$ cat src/rtl/ecall_write_sequencer.sv
// Write-ecall sequencer: streams len bytes from memory port 2
// to an external byte link under a valid/ready handshake.
module ecall_write_sequencer #(
   parameter int                ADDR_W  = 32,
   parameter logic [ADDR_W-1:0] FD_MASK = ADDR_W'(6)
) (
   input  logic              clk,
   input  logic              rst,
   input  logic              write_ecall,
   input  logic [ADDR_W-1:0] write_ecall_fd,
   input  logic [ADDR_W-1:0] write_ecall_addr,
   input  logic [ADDR_W-1:0] write_ecall_len,
   output logic              finished,
   output logic              mem_rd_en,
   output logic [ADDR_W-1:0] mem_addr,
   input  logic [7:0]        mem_rd_data,
   output logic [7:0]        tx_data,
   output logic              tx_valid,
   input  logic              tx_ready,
   output logic              bad_fd,
   output logic [ADDR_W-1:0] bytes_sent
);

   typedef enum logic [2:0] {
      S_IDLE,
      S_FETCH,
      S_WAIT,
      S_SEND,
      S_DONE
   } state_t;

   state_t            state_q;
   logic [ADDR_W-1:0] base_q;
   logic [ADDR_W-1:0] len_q;
   logic [ADDR_W-1:0] off_q;
   logic [ADDR_W-1:0] sent_q;
   logic [ADDR_W-1:0] addr_q;
   logic [7:0]        txd_q;
   logic              txv_q;
   logic              fin_q;
   logic              rd_en_q;
   logic              bad_q;

   logic [ADDR_W-1:0] off_d;
   logic              fd_ok;

   // fds at or beyond ADDR_W shift out to zero and are rejected
   assign fd_ok = |(FD_MASK & (ADDR_W'(1) << write_ecall_fd));
   assign off_d = off_q + 1'b1;

   always_ff @(posedge clk) begin
      if (!rst) begin
         state_q <= S_IDLE;
         base_q  <= '0;
         len_q   <= '0;
         off_q   <= '0;
         sent_q  <= '0;
         addr_q  <= '0;
         txd_q   <= '0;
         txv_q   <= 1'b0;
         fin_q   <= 1'b1;
         rd_en_q <= 1'b0;
         bad_q   <= 1'b0;
      end else begin
         unique case (state_q)
            S_IDLE: begin
               fin_q <= 1'b1;
               if (write_ecall) begin
                  base_q <= write_ecall_addr;
                  len_q  <= write_ecall_len;
                  off_q  <= '0;
                  sent_q <= '0;
                  fin_q  <= 1'b0;
                  if (!fd_ok) begin
                     bad_q   <= 1'b1;
                     state_q <= S_DONE;
                  end else if (write_ecall_len == '0) begin
                     state_q <= S_DONE;
                  end else begin
                     rd_en_q <= 1'b1;
                     addr_q  <= write_ecall_addr;
                     state_q <= S_FETCH;
                  end
               end
            end
            S_FETCH: begin
               rd_en_q <= 1'b0;
               state_q <= S_WAIT;
            end
            S_WAIT: begin
               txd_q   <= mem_rd_data;
               txv_q   <= 1'b1;
               state_q <= S_SEND;
            end
            S_SEND: begin
               if (tx_ready) begin
                  txv_q  <= 1'b0;
                  off_q  <= off_d;
                  sent_q <= sent_q + 1'b1;
                  if (off_d == len_q) begin
                     fin_q   <= 1'b1;
                     state_q <= S_DONE;
                  end else begin
                     rd_en_q <= 1'b1;
                     addr_q  <= base_q + off_d;
                     state_q <= S_FETCH;
                  end
               end
            end
            S_DONE: begin
               // a request still held high must not restart the transfer
               fin_q <= 1'b1;
               if (!write_ecall) begin
                  state_q <= S_IDLE;
               end
            end
            default: state_q <= S_IDLE;
         endcase
      end
   end

   assign finished   = fin_q;
   assign mem_rd_en  = rd_en_q;
   assign mem_addr   = addr_q;
   assign tx_data    = txd_q;
   assign tx_valid   = txv_q;
   assign bad_fd     = bad_q;
   assign bytes_sent = sent_q;

endmodule

$ cat config.mk
export PLATFORM = sky130hd
export DESIGN_NAME = ecall_write_sequencer
export DESIGN_NICKNAME = d
export VERILOG_FILES = /design/src/rtl/ecall_write_sequencer.sv
export SDC_FILE = /design/constraint.sdc
export NUM_CORES = 1
export LEC_CHECK = 0
export CAP_MARGIN = 20
export CORE_MARGIN = 5
export CORE_UTILIZATION = 30
export DETAILED_ROUTE_END_ITERATION = 7
export SETUP_SLACK_MARGIN = 0.05
export SLEW_MARGIN = 20
export SYNTH_ARGS = -nofsm -noshare
export SYNTH_HDL_FRONTEND = slang
export SYNTH_SLANG_ARGS = --single-unit
$ cat constraint.sdc
create_clock -name clk -period 5.19 [get_ports clk]
set_input_delay 1.2975 -clock clk [delete_from_list [all_inputs] [get_ports clk]]
set_output_delay 1.2975 -clock clk [all_outputs]
set_load 0.01 [all_outputs]
== Yosys cells after proc, flatten, opt, wreduce, memory -nomap -nowiden ==
Index checks and enable logic that the tools add are counted.

* Input port bits: 108
* Logic and storage cells: 73
* Register bits after elaboration: 175
* Output and inout bits: 76

* Mux-type cells: 30
* Shifts and indexed selects: 1
* Add/subtract/negate cells: 3
* Bitwise gates (word level): 1
* Equality and inequality tests: 12
* Reduce and logical (&&, ||, !) cells: 15

{| class="wikitable"
|+ Operator list
! operator !! count
|-
| $mux 32 || 8
|-
| $pmux 32 s2 || 3
|-
| $add 32x1->32 const B || 2
|-
| $add 32x32->32 || 1
|-
| $eq 32x32->1 || 1
|-
| $logic_not 32->1 || 1
|-
| $shl 1x32->3 const A || 1
|-
| $mux 3 || 6
|-
| $pmux 3 s5 || 1
|-
| $ne 2x2->1 const B || 7
|-
| $reduce_and 3->1 || 4
|-
| $reduce_and 6->1 || 2
|-
| $mux 1 || 9
|-
| $eq 3x2->1 const B || 2
|-
| $pmux 1 s3 || 2
|-
| $reduce_bool 3->1 || 2
|-
| $reduce_and 2->1 || 2
|-
| $reduce_bool 2->1 || 2
|-
| $eq 3x1->1 const B || 1
|-
| $eq 3x3->1 const B || 1
|-
| $logic_not 3->1 || 1
|-
| $pmux 1 s2 || 1
|-
| $reduce_or 2->1 || 1
|-
| $not 1->1 || 1
|}

== Longest topological paths before layout ==
* Depth in word-level cells: 5
* Mapped depth: 18
* Gate-level depth less buffers: 15

== Worst setup path before layout ==
No wires, ideal clock.

* Path kind: flip-flop to flip-flop
* Start: reg off_q[1]
* End: reg addr_q[29], in the netlist mem_addr[29]
* Required time: 5110 ps
* Period minus slack after synthesis: 3821 ps
* Buffers on the path: 1
* Arrival: 3740 ps
* Cell stages (with the launch flop): 16
* Library setup time: 80 ps
* Setup slack: 1369 ps
* Path through: dfxtp_1 -> ha_1 -> clkbuf_1 -> nand4_1 -> nor4_1 -> xor2_1 -> ha_1 -> a21o_1 -> a21o_1 -> a21o_1 -> a22oi_1 -> a31o_2 -> o211ai_1 -> a2111oi_0 -> a211oi_1 -> a211oi_2

* Cells in the longest elaborated chain, start to end: 5
* Elaborated cells on any way between the ends: 8
* Classes of those cells: add/sub (2); eq/ne (2); mux (3); reduce/logical (1)

{| class="wikitable"
|+ Ends and longest elaborated chain
! element !! line !! RTL
|-
| from (decl) || 35 || <nowiki>logic [ADDR_W-1:0] off_q;</nowiki>
|-
| from (signal assigned) || 56 || <nowiki>off_q <= '0;</nowiki>
|-
| from (signal assigned) || 71 || <nowiki>off_q <= '0;</nowiki>
|-
| from (signal assigned) || 98 || <nowiki>off_q <= off_d;</nowiki>
|-
| $add 32x1->32 * || 49 || <nowiki>assign off_d = off_q + 1'b1;</nowiki>
|-
| $add 32x32->32 || 105 || <nowiki>addr_q <= base_q + off_d;</nowiki>
|-
| $mux 32 || 100 || <nowiki>if (off_d == len_q) begin</nowiki>
|-
| $mux 32 || 96 || <nowiki>if (tx_ready) begin</nowiki>
|-
| $pmux 32 s2 || 65 || <nowiki>unique case (state_q)</nowiki>
|-
| to (signal assigned) || 81 || <nowiki>addr_q <= write_ecall_addr;</nowiki>
|-
| to (signal assigned) || 105 ||
|-
| to (decl) || 37 || <nowiki>logic [ADDR_W-1:0] addr_q;</nowiki>
|}

Mark *: on every way between the ends. The rest lies on a longest branch, timed or not. The select of a mux whose other input is x is not followed.
A chain may end at the register's enable or synchronous reset.

== Worst setup path after layout ==
* Start: reg off_q[1]
* End: reg addr_q[30], in the netlist mem_addr[30]

Same word-level chain as after synthesis.

==> results.json <==
{
  "core_outline_area_um2": 35700,
  "rows": 69,
  "synth_edf_count": 0,
  "fp.dieArea_um2": 40100,
  "synth.distinct_cells": 85,
  "cts-hold-fix-buffers": 0,
  "path_category_of_the_worst_min_delay_check": "reg -> reg",
  "ys.warnings.count": 0,
  "cts.clk_slew.worst_paths_ps": 70,
  "regArea_um2": 3500,
  "timing.critical_path.buf_inv": 0,
  "num_antenna_cells": 0,
  "clk_sinks": 175,
  "endpoint_kind": "flip-flop",
  "final_period_minus_worst_setup_slack_ps": 4460,
  "clock_tree.htree_level_count": 4,
  "finalClockSkew_ps": 10.5,
  "tritoncts": "built",
  "multi_input_area_um2": 6850,
  "crit_type": "reg -> reg",
  "syn_area_um2": 10900,
  "drt_pass1_iterations": 5,
  "met3WireLength_um": 1770,
  "worst_skew_pair_latency_ps": 450,
  "antenna_left": 0,
  "grt_max_degree": 57,
  "placed_cells_incl_taps": 1974,
  "met2_wirelength_um": 16500,
  "mapped_avg_cell_area_um2": 7.71,
  "async_reset_ff_share_pct": 0,
  "dr.first_iter.drc_count": 618,
  "worst-slew-pin-transition_ps": 1060,
  "max_freq_mhz": 224,
  "fp.dieH_um": 200,
  "synth_top_flop_cell": "sky130_fd_sc_hd__dfxtp_1",
  "grt_pass1_wl_um": 56600,
  "max-slew-margin-rel_pct": 29.4,
  "synthesized_instance_count": 1409,
  "max-vdd-ir-drop_uv": 234,
  "run_status": "finished clean",
  "power_leakage_nw": 4.98,
  "fin_hold_ws_ps": 452,
  "cts_buffer_depth": 2,
  "cts.repair_timing.setup_buffer_count": 0,
  "share_of_post_route_cells_with_drive_strength_above_1_pct": 6.54,
  "gr-total-overflow": 0,
  "cpPeakStageDelay_ps": 550,
  "power_switching_mw": 0.794,
  "globalRouteTotalUtil_pct": 17.2,
  "post-route-util_pct": 38.2,
  "r2r-start": "off_q[1]",
  "post_dp_hpwl_um": 26500,
  "hold_depth": 2,
  "dpl-instance-area_um2": 13000,
  "clock-root-buffer": "sky130_fd_sc_hd__clkbuf_16",
  "min-delay-start": "tx_data[7]",
  "vias_in_the_first_global_route": 10200,
  "power.switching_fraction_pct": 26.0,
  "dr_total_vias": 10600,
  "num-fill-cells": 3720,
  "crit_arrival_ps": 4760,
  "cts_made_buffers": 17,
  "reg2reg_to": "mem_addr[30]",
  "routed_via_density": 5.28,
  "slew_violations": 0,
  "area_delta_synth_final_pct": 25.5,
  "fin_crit_sh_pct": 86.0,
  "cell_internal_pwr_mw": 2.26,
  "setup-tns-final_ps": 0,
  "finalSetupViolations": 0,
  "postRouteWirelength_um": 35500,
  "crit_fanout": 8,
  "worst_ep_required_time_ps": 5480,
  "post_drt_wl_per_cell_um": 17.7,
  "met1Wirelength_um": 16500,
  "layout.cells.most_common": "sky130_fd_sc_hd__nand2_1",
  "path_cells": "ha_1, nand2_1, nor4_2, xor2_1, ha_1, nand2_1, or3_1, o32ai_1, a21oi_1, o211ai_1, a31oi_1, o2111a_1, o21ai_0, a311oi_1",
  "holdPathEnd": "tx_data[7]",
  "rsz0062_at_grt": "no",
  "worst_path_dominant_cell_family": "compound AO/OA/AOI/OAI gates",
  "final_cell_mix": "254 x sky130_fd_sc_hd__nand2_1, 183 x sky130_fd_sc_hd__clkdlybuf4s50_1, 175 x sky130_fd_sc_hd__dfxtp_1",
  "regToRegSetupSlack_ps": 730,
  "port_buffer_count": 183,
  "clkPwrFrac_pct": 44.2,
  "p_seq_share_pct": 45.8,
  "antenna_found_initial": 0,
  "synth_nets": 1558,
  "design.final.nets": 1681,
  "power.density_cell_area_nw_per_um2": 224,
  "gp_congestion": 0.908,
  "top_layer": "met4",
  "timing.final.hold_violations": 0,
  "critPathSlowestCell": "sky130_fd_sc_hd__o32ai_1",
  "drt_drc_violations_left": 0,
  "timing.reg2reg.worst_path_depth": 14,
  "fp.dieW_um": 200,
  "post_layout_nonfiller_instances": 2006,
  "design.portCount": 184,
  "ys_seq_elements": 175,
  "worstSetupStartpointType": "flip-flop",
  "max-cap-violations": 0,
  "combPwrFrac_pct": 10.0,
  "start_util_pct": 30.5,
  "synth-seq-area-share_pct": 32.3,
  "cts-resized-gates": 0,
  "fin_area_um2": 13600
}
==> worst max-delay path by stage <==
stage                            start           end  cells after the start
finish                        off_q[1]  mem_addr[30]                     14
CTS                           off_q[1]  mem_addr[30]                     14
global route                  off_q[1]  mem_addr[30]                     14
global placement    write_ecall_fd[10]  mem_addr[11]                     11
floorplan                     off_q[1]  mem_addr[29]                     15
detailed placement   write_ecall_fd[9]  mem_addr[11]                     11
==> registers in the layout, indices dropped and copies added (netlist names) <==
| name | count |
|---|---|
| len_q | 32 |
| base_q | 32 |
| mem_rd_en | 1 |
| tx_data | 8 |
| bytes_sent | 32 |
| bad_fd | 1 |
| tx_valid | 1 |
| state_q | 3 |
| off_q | 32 |
| mem_addr | 32 |
| finished | 1 |
==> per-stage QoR <==
step	setup WS (ps)	power, mW
floorplan	1370	1.58
global placement	727	1.74
detailed placement	665	1.74
CTS	773	3.09
global route	392	3.17
finish	726	3.06
==> cell type report <==
type,count,share of cell area [%]
inverters,26,0.734
repair buffers,202,14.7
clock inverters,13,1.11
well taps,461,4.23
clock buffers,19,3.32
flip-flops and latches,175,25.7
multi-input cells,1110,50.2
==> cells by family (layout without fill, tap and decap cells) <==
group           after synthesis  in the layout  share of synthesized area, %
simple gates                603            603                          27.1
fa+ha+maj                    41             41                          4.79
mux                           9              9                         0.864
xor+xnor                     94             94                          8.09
flops                       175            175                          32.3
compound gates              363            363                          22.1
buf+inv                     124            260                          4.81
==> power groups by stage <==
stage,combinational [mW],clock (mW),sequential [mW]
after floorplan,0.161,0,1.42
after global placement,0.303,0,1.43
after detailed placement,0.306,0,1.43
after CTS,0.307,1.38,1.40
after global routing,0.337,1.43,1.40
final,0.305,1.35,1.40
==> tightest hold or removal path, delay by kind of cell, from the launching register on <==
family	cells	cell delay (ps)
compound gates	1	50
flops	1	310
simple gates	1	50
==> layer usage <==
layer | up-vias | track usage [%]
met1 | 4994 | 23.3
met5 | - | 0
met2 | 279 | 28.4
met4 | 0 | 4.77
met3 | 33 | 2.88
li1 | 5280 | -
==> cell usage after synthesis (5+ instances only) <==
master	instances	share of area, %
sky130_fd_sc_hd__inv_1	26	0.90
sky130_fd_sc_hd__and3_1	17	0.98
sky130_fd_sc_hd__o21a_1	14	0.97
sky130_fd_sc_hd__mux2i_1	6	0.55
sky130_fd_sc_hd__a211oi_1	6	0.41
sky130_fd_sc_hd__xnor2_1	50	4.0
sky130_fd_sc_hd__o211ai_1	10	0.69
sky130_fd_sc_hd__a311oi_1	10	0.81
sky130_fd_sc_hd__nor3_1	31	1.4
sky130_fd_sc_hd__nand2_1	254	8.8
sky130_fd_sc_hd__a31oi_1	7	0.40
sky130_fd_sc_hd__nand2b_1	8	0.46
sky130_fd_sc_hd__and4_1	8	0.65
sky130_fd_sc_hd__clkbuf_1	69	2.4
sky130_fd_sc_hd__ha_1	40	4.6
sky130_fd_sc_hd__a22oi_1	17	1.2
sky130_fd_sc_hd__dfxtp_1	175	32
sky130_fd_sc_hd__nand3b_1	5	0.35
sky130_fd_sc_hd__nand4_1	22	1.3
sky130_fd_sc_hd__o2111ai_1	7	0.56
sky130_fd_sc_hd__nor2b_1	7	0.40
sky130_fd_sc_hd__xor2_1	40	3.2
sky130_fd_sc_hd__a21o_1	19	1.3
sky130_fd_sc_hd__a21oi_1	161	7.4
sky130_fd_sc_hd__or4_1	6	0.41
sky130_fd_sc_hd__nor2_1	120	4.1
sky130_fd_sc_hd__nor4_1	31	1.8
sky130_fd_sc_hd__nand3_1	39	1.8
sky130_fd_sc_hd__or3_1	13	0.75
sky130_fd_sc_hd__a311oi_2	15	2.1
sky130_fd_sc_hd__and2_1	8	0.46
sky130_fd_sc_hd__o21ai_0	52	2.4
sky130_fd_sc_hd__buf_2	24	1.1
No activity file was read; power rests on OpenSTA's default activity.
